File: config.mk
export PLATFORM = sky130hd
export DESIGN_NAME = ahb_lite_master
export DESIGN_NICKNAME = d
export VERILOG_FILES = /design/src/rtl/ahb_lite_master.sv
export SDC_FILE = /design/constraint.sdc
export NUM_CORES = 1
export LEC_CHECK = 0
export CAP_MARGIN = 20
export CORE_MARGIN = 3
export CORE_UTILIZATION = 35
export DETAILED_ROUTE_END_ITERATION = 10
export PLACE_DENSITY = 0.61
export RECOVER_POWER = 50
export SYNTH_ARGS = -nofsm -noshare
export SYNTH_HDL_FRONTEND = slang
export SYNTH_SLANG_ARGS = --single-unit
export TNS_END_PERCENT = 1
File: constraint.sdc
create_clock -name HCLK -period 7.9 [get_ports HCLK]
set_input_delay 1.185 -clock HCLK [delete_from_list [all_inputs] [get_ports HCLK]]
set_output_delay 1.185 -clock HCLK [all_outputs]
set_load 0.02 [all_outputs]
File: src/rtl/ahb_lite_master.sv
// AHB-Lite single-transfer master: command port in, ordered response strobe out.
// Address phase (_p0) and data phase (_p1) overlap so back-to-back commands pipeline.
module ahb_lite_master #(
    parameter int ADDR_SPACE    = 10,
    parameter int DATABUS_WIDTH = 32,
    parameter int HTRANS_WIDTH  = 2
) (
    input  logic                     HCLK,
    input  logic                     HRESET,
    input  logic                     cmd_valid,
    output logic                     cmd_ready,
    input  logic                     cmd_write,
    input  logic [ADDR_SPACE-1:0]    cmd_addr,
    input  logic [DATABUS_WIDTH-1:0] cmd_wdata,
    output logic                     rsp_valid,
    output logic [DATABUS_WIDTH-1:0] rsp_rdata,
    output logic                     rsp_err,
    output logic [ADDR_SPACE-1:0]    HADDR,
    output logic [DATABUS_WIDTH-1:0] HWDATA,
    output logic [HTRANS_WIDTH-1:0]  HTRANS,
    output logic                     HWRITE,
    output logic                     HSEL,
    input  logic [DATABUS_WIDTH-1:0] HRDATA,
    input  logic                     HRESP,
    input  logic                     HREADY
);
    localparam logic [HTRANS_WIDTH-1:0] TR_IDLE   = '0;
    localparam logic [HTRANS_WIDTH-1:0] TR_NONSEQ = HTRANS_WIDTH'(2);

    typedef enum logic [1:0] {
        IDLE = 2'b00,
        DATA = 2'b01,
        ADDR = 2'b10,
        BOTH = 2'b11
    } state_t;

    state_t                   state;
    logic                     vld_p0;
    logic                     vld_p1;
    logic [DATABUS_WIDTH-1:0] wdata_p0;
    logic                     write_p1;
    logic                     cancel_pend;
    logic                     cancel_rsp_p2;
    logic                     hs;
    logic                     ap_done;
    logic                     dp_done;
    logic                     cancel;
    logic                     vld_p0_nxt;
    logic                     vld_p1_nxt;

    assign {vld_p0, vld_p1} = state;
    assign cmd_ready = !vld_p0 || (HREADY && !HRESP);
    assign hs        = cmd_valid && cmd_ready;
    assign ap_done   = vld_p0 && HREADY;
    assign dp_done   = vld_p1 && HREADY;
    // First ERROR cycle: the queued address phase must not be issued.
    assign cancel    = vld_p1 && HRESP && !HREADY && vld_p0;

    always_comb begin
        vld_p0_nxt = vld_p0;
        if (cancel)
            vld_p0_nxt = 1'b0;
        else if (!vld_p0 || ap_done)
            vld_p0_nxt = hs;

        vld_p1_nxt = vld_p1;
        if (ap_done)
            vld_p1_nxt = 1'b1;
        else if (dp_done)
            vld_p1_nxt = 1'b0;
    end

    always_ff @(posedge HCLK or posedge HRESET) begin
        if (HRESET) begin
            state         <= IDLE;
            HTRANS        <= TR_IDLE;
            HSEL          <= 1'b0;
            HWRITE        <= 1'b0;
            HADDR         <= '0;
            HWDATA        <= '0;
            wdata_p0      <= '0;
            write_p1      <= 1'b0;
            cancel_pend   <= 1'b0;
            cancel_rsp_p2 <= 1'b0;
            rsp_valid     <= 1'b0;
            rsp_rdata     <= '0;
            rsp_err       <= 1'b0;
        end else begin
            state  <= state_t'({vld_p0_nxt, vld_p1_nxt});
            HTRANS <= vld_p0_nxt ? TR_NONSEQ : TR_IDLE;
            HSEL   <= vld_p0_nxt;

            // p0: address phase capture
            if (hs) begin
                HADDR    <= cmd_addr;
                HWRITE   <= cmd_write;
                wdata_p0 <= cmd_wdata;
            end

            // p1: data phase capture
            if (ap_done) begin
                write_p1 <= HWRITE;
                if (HWRITE)
                    HWDATA <= wdata_p0;
            end

            // p2: response strobe
            rsp_valid     <= 1'b0;
            cancel_rsp_p2 <= 1'b0;
            if (cancel)
                cancel_pend <= 1'b1;
            if (dp_done) begin
                rsp_valid     <= 1'b1;
                rsp_err       <= HRESP;
                rsp_rdata     <= write_p1 ? '0 : HRDATA;
                cancel_rsp_p2 <= cancel_pend;
                cancel_pend   <= 1'b0;
            end else if (cancel_rsp_p2) begin
                rsp_valid <= 1'b1;
                rsp_err   <= 1'b1;
                rsp_rdata <= '0;
            end
        end
    end

endmodule

After elaboration in Yosys (flattened, before gate mapping)
Cells that the tools add are included.
{"block": "word_totals", "n_memories": 0, "inputBits": 80, "ramBits": 0, "ff_bits": 116, "mem_bits_ro": 0, "latch_bits": 0}
{"block": "classes", "addsub": 0, "div": 0, "mul": 0, "n_mux": 15, "eq_ne": 0, "n_reduce_logical": 16, "n_shift": 0, "bitwise": 0, "n_lt_le_gt_ge": 0}
{"cell": "$mux W32", "n": 3}
{"cell": "$mux W1", "n": 11}
{"cell": "$logic_and A1 B1 Y1", "n": 7}
{"cell": "$reduce_bool A2 Y1", "n": 3}
{"cell": "$logic_not A1 Y1", "n": 3}
{"cell": "$logic_or A1 B1 Y1", "n": 2}
{"cell": "$mux W2", "n": 1}
{"cell": "$reduce_and A2 Y1", "n": 1}

Depth between registers and ports, before layout
{"block": "depth", "ltp_word": 7, "ltp_mapped": 6, "depth_no_buf": 3}

Worst setup path before layout
OpenSTA, ideal clock, no wires.
{"block": "synth_timing", "path_type": "in2out", "start": "input port HRESP", "end": "output port cmd_ready", "slack_ns": 5.175, "path_buffers": 0, "stages": 2, "t_arrival_ns": 1.540, "t_required_ns": 6.715, "path_cell_list": "nand2b_1 nand2_1"}
{"block": "synth_between", "elab_chain_cells": 3}
{"element": "start, declared", "line": "24", "text": "input logic HRESP,"}
{"element": "$logic_not A1 Y1", "line": "52", "text": "assign cmd_ready = !vld_p0 || (HREADY && !HRESP);"}
{"element": "$logic_and A1 B1 Y1", "line": "52"}
{"element": "$logic_or A1 B1 Y1", "line": "52"}
{"element": "end, declared", "line": "11", "text": "output logic cmd_ready,"}
No other way between the ends.

==> run metrics <==
Bufs and invs on worst path=3; portion of the clock cycle consumed by the worst path in the final layout=53.47%; total number of placement rows=41; post-cts repair resize count=0; CTS buffer count=17; total vias in the final route=3109; post-layout min period=4.224 ns; Max FO, Critical Path=42; Fillers=1144; share of synthesized cell area in full adder, half adder and majority cells=0%; arrival time at the worst endpoint=4.26 ns; die footprint=0.01444 mm^2; Syn Area/Cell=13.74 um^2; deepest level of the CTS H-tree=4; placer's final routability congestion estimate=roughly 0.74; final standard cell utilization of the core=53.46%; hold violation count in the final report=0; unique cell type count in the Yosys netlist=21; actual slew at the worst max-slew pin=2.274 ns; Die Span Y=around 120 um; Area contributors post-synth=sky130_fd_sc_hd__dfrtp_1 (63%), sky130_fd_sc_hd__mux2_2 (19%), sky130_fd_sc_hd__nand3b_1 (5.3%); Post-Route Skew=0.006379 ns; Port Buffers=159; FF-to-FF setup slack=5.85 ns; maximum number of pins on one net before global-route repair=85; Tot GR Track Use=14.99%; type of element capturing the critical path=asynchronous set/reset pin; standard cell core area=0.01267 mm^2; average via count per standard cell=4.620; critical path required time=7.94 ns; final antenna-violating net count=0; largest stage delay on the critical path=around 1.7 ns; startpoint kind of the worst setup timing path=input pin; count of synthesis-stage warnings from yosys=0; number of nets at the end of the flow=about 570; synthesized cell area=0.004563 mm^2; GRT Residual Overflow=0; syn_nets=412; Maximum Capacitance Violations=1; count of antenna diodes in the layout=0; worst vdd ir=0.0001428 V; setup repair after global routing missed its margin=no; peak clock frequency supported by timing=0.2367 GHz; number of instances in the synthesized netlist=332; path category of the worst min-delay check=flop to flop; Top Family by Delay on Critical Path=buffers and inverters; WL per Instance=15.47 um; number of buffers added to fix hold violations after cts=0; xor-xnor portion of the synthesized cell area=0%; Synth Register Bits=114; Initial Util=between 30% and 40%; buffer count from post-CTS setup fixing=0; fraction of final layout cells with drive strength greater than 1=between 20% and 30%; basic-gate share of the synthesized area counting and, or, nand and nor cells=11.05%; final setup violation count=0; sink count of the clock tree=114; via count of the first global-routing pass=about 3300; post-synthesis to final-layout area growth=48.45%; dpl ws=4.026 ns; area leader, netlist=sky130_fd_sc_hd__dfrtp_1; Synth top area share=62.52%; Clock Tree Root=sky130_fd_sc_hd__clkbuf_16; Worst Slack Setup Final=3.676 ns; aggregate routed wire length=approximately 10000 um; number of optimization iterations in the first detailed-route pass=4; failing checks=max-capacitance violations, max-slew violations; clock transition at the registers of the reported paths=0.05 ns; type of the worst setup path=input pin to asynchronous set/reset pin; power density over cell area=331.3 mW/mm^2; Worst path slowest cell=sky130_fd_sc_hd__clkbuf_1; initial drt markers=102; wire length of the first global-routing pass=between 15000 and 20000 um; result of the run=finished with violations; HPWL after detailed placement=6922 um; x dimension of the die=120.2 um; multi-input gate area in the final layout=0.001564 mm^2; final-report max-slew violation count=42; IO Count=161; latest clock arrival within the worst-skew pair=0.40 ns; CP cell instances=dlygate4sd3_1 -> clkinvlp_2 -> clkbuf_1; worst-case headroom to the max-slew limit=-51.61%; sequential share of the synthesized area=62.52%; worst-case clock buffer depth=2; largest family of logic cells by synthesized area=multiplexers; compound-gate portion of the synthesized area=4.497%; FF/Latch Area=0.002853 mm^2; initial antenna violation count=0; Leak Pwr=0.002835 uW; aggregate negative setup slack=0 ns; mux cell area share after synthesis=18.51%; DRC violations left=0; clock tree from TritonCTS=done
-- placed cells by master, fill, tap and decap left out --
| master | instances |
|---|---|
| sky130_fd_sc_hd__a21boi_4 | 1 |
| sky130_fd_sc_hd__a31oi_1 | 1 |
| sky130_fd_sc_hd__a32o_1 | 1 |
| sky130_fd_sc_hd__and2_2 | 1 |
| sky130_fd_sc_hd__and3_1 | 1 |
| sky130_fd_sc_hd__buf_12 | 1 |
| sky130_fd_sc_hd__buf_4 | 1 |
| sky130_fd_sc_hd__clkbuf_1 | 6 |
| sky130_fd_sc_hd__clkbuf_16 | 17 |
| sky130_fd_sc_hd__clkbuf_8 | 2 |
| sky130_fd_sc_hd__clkdlybuf4s50_1 | 120 |
| sky130_fd_sc_hd__clkinv_2 | 7 |
| sky130_fd_sc_hd__clkinvlp_2 | 1 |
| sky130_fd_sc_hd__conb_1 | 1 |
| sky130_fd_sc_hd__dfrtp_1 | 114 |
| sky130_fd_sc_hd__dlygate4sd3_1 | 39 |
| sky130_fd_sc_hd__inv_1 | 2 |
| sky130_fd_sc_hd__mux2_2 | 75 |
| sky130_fd_sc_hd__nand2_1 | 7 |
| sky130_fd_sc_hd__nand2b_1 | 33 |
| sky130_fd_sc_hd__nand3_2 | 1 |
| sky130_fd_sc_hd__nand3b_1 | 32 |
| sky130_fd_sc_hd__nor2_1 | 2 |
| sky130_fd_sc_hd__o21ai_0 | 34 |
| sky130_fd_sc_hd__or2_2 | 1 |
-- report_power, final --
group	total (uW)	leakage (uW)	internal [uW]	switching [uW]
Sequential	860	0.00138	761	99.4
Combinational	731	0.00120	387	343
Clock	653	0.000257	410	243
Total	2240	0.00284	1560	686
-- area by class of cell --
type | count | area share, %
tap | 172 | 3.177
clock buffer | 24 | 6.963
clock inverter | 7 | 0.5172
sequential | 114 | 42.11
inverter | 3 | 0.1847
timing repair buffer | 162 | 23.96
multi-input combinational | 191 | 23.09
-- metal layers --
layer / part of all wire, % / track usage (%) / vias to the layer above
met1: 43 / 18.47 / 1509
li1: - / - / 1465
met3: 9.5 / 7.484 / 15
met5: 0 / 0 / -
met4: 1.6 / 6.013 / 0
met2: 46 / 22.48 / 120
-- worst paths after layout --
check | startpoint | end | cells after the start
min in group asynchronous | HRESET | HADDR[2]$_DFFE_PP0P_ | 2
max in group HCLK | HREADY | cmd_ready | 4
max | HRESET | rsp_rdata[21]$_DFFE_PP0P_ | 3
min | wdata_p0[5]$_DFFE_PP0P_ | HWDATA[5]$_DFFE_PP0P_ | 1
min reg2reg | wdata_p0[5]$_DFFE_PP0P_ | HWDATA[5]$_DFFE_PP0P_ | 1
max reg2reg | HTRANS[1]$_DFFE_PP0P_ | HWDATA[12]$_DFFE_PP0P_ | 2
-- cell families (layout without fill, tap and decap cells) --
group                  Yosys count  after routing
buffers and inverters           27            196
AND/OR/NAND/NOR                 78             78
flip-flops                     114            114
multiplexers                    75             75
other                            1              1
AO/OA/AOI/OAI                   37             37
-- metrics by stage --
stage          total power (uW)  instances  hold slack, ns  area (um^2)
4_1_cts                    2307        672          0.4950         6759
2_1_floorplan              1245        332          0.4556         4563
6_report                   2244        673          0.4950         6774
3_5_place_dp               1637        641          0.4835         6252
5_1_grt                    2365        673          0.5075         6774
3_3_place_gp               1621        641          0.4822         6252
-- flip-flops by register name, indices dropped and copies added (netlist names) --
register / cells
HADDR: 10
state: 1
HTRANS: 1
HWRITE: 1
rsp_rdata: 32
cancel_pend: 1
rsp_valid: 1
HWDATA: 32
cancel_rsp_p2: 1
write_p1: 1
wdata_p0: 32
rsp_err: 1
-- synth_stat cells, drive strengths merged --
cell type,n
mux2,75
nand2b,33
or2,1
nand2,7
nor2,2
and2,1
a21boi,1
nand3b,32
conb,1
dfrtp,114
a32o,1
inv,3
o21ai,34
a31oi,1
buf,14
and3,1
nand3,1
clkbuf,10
(Power assumes the default switching activity.)
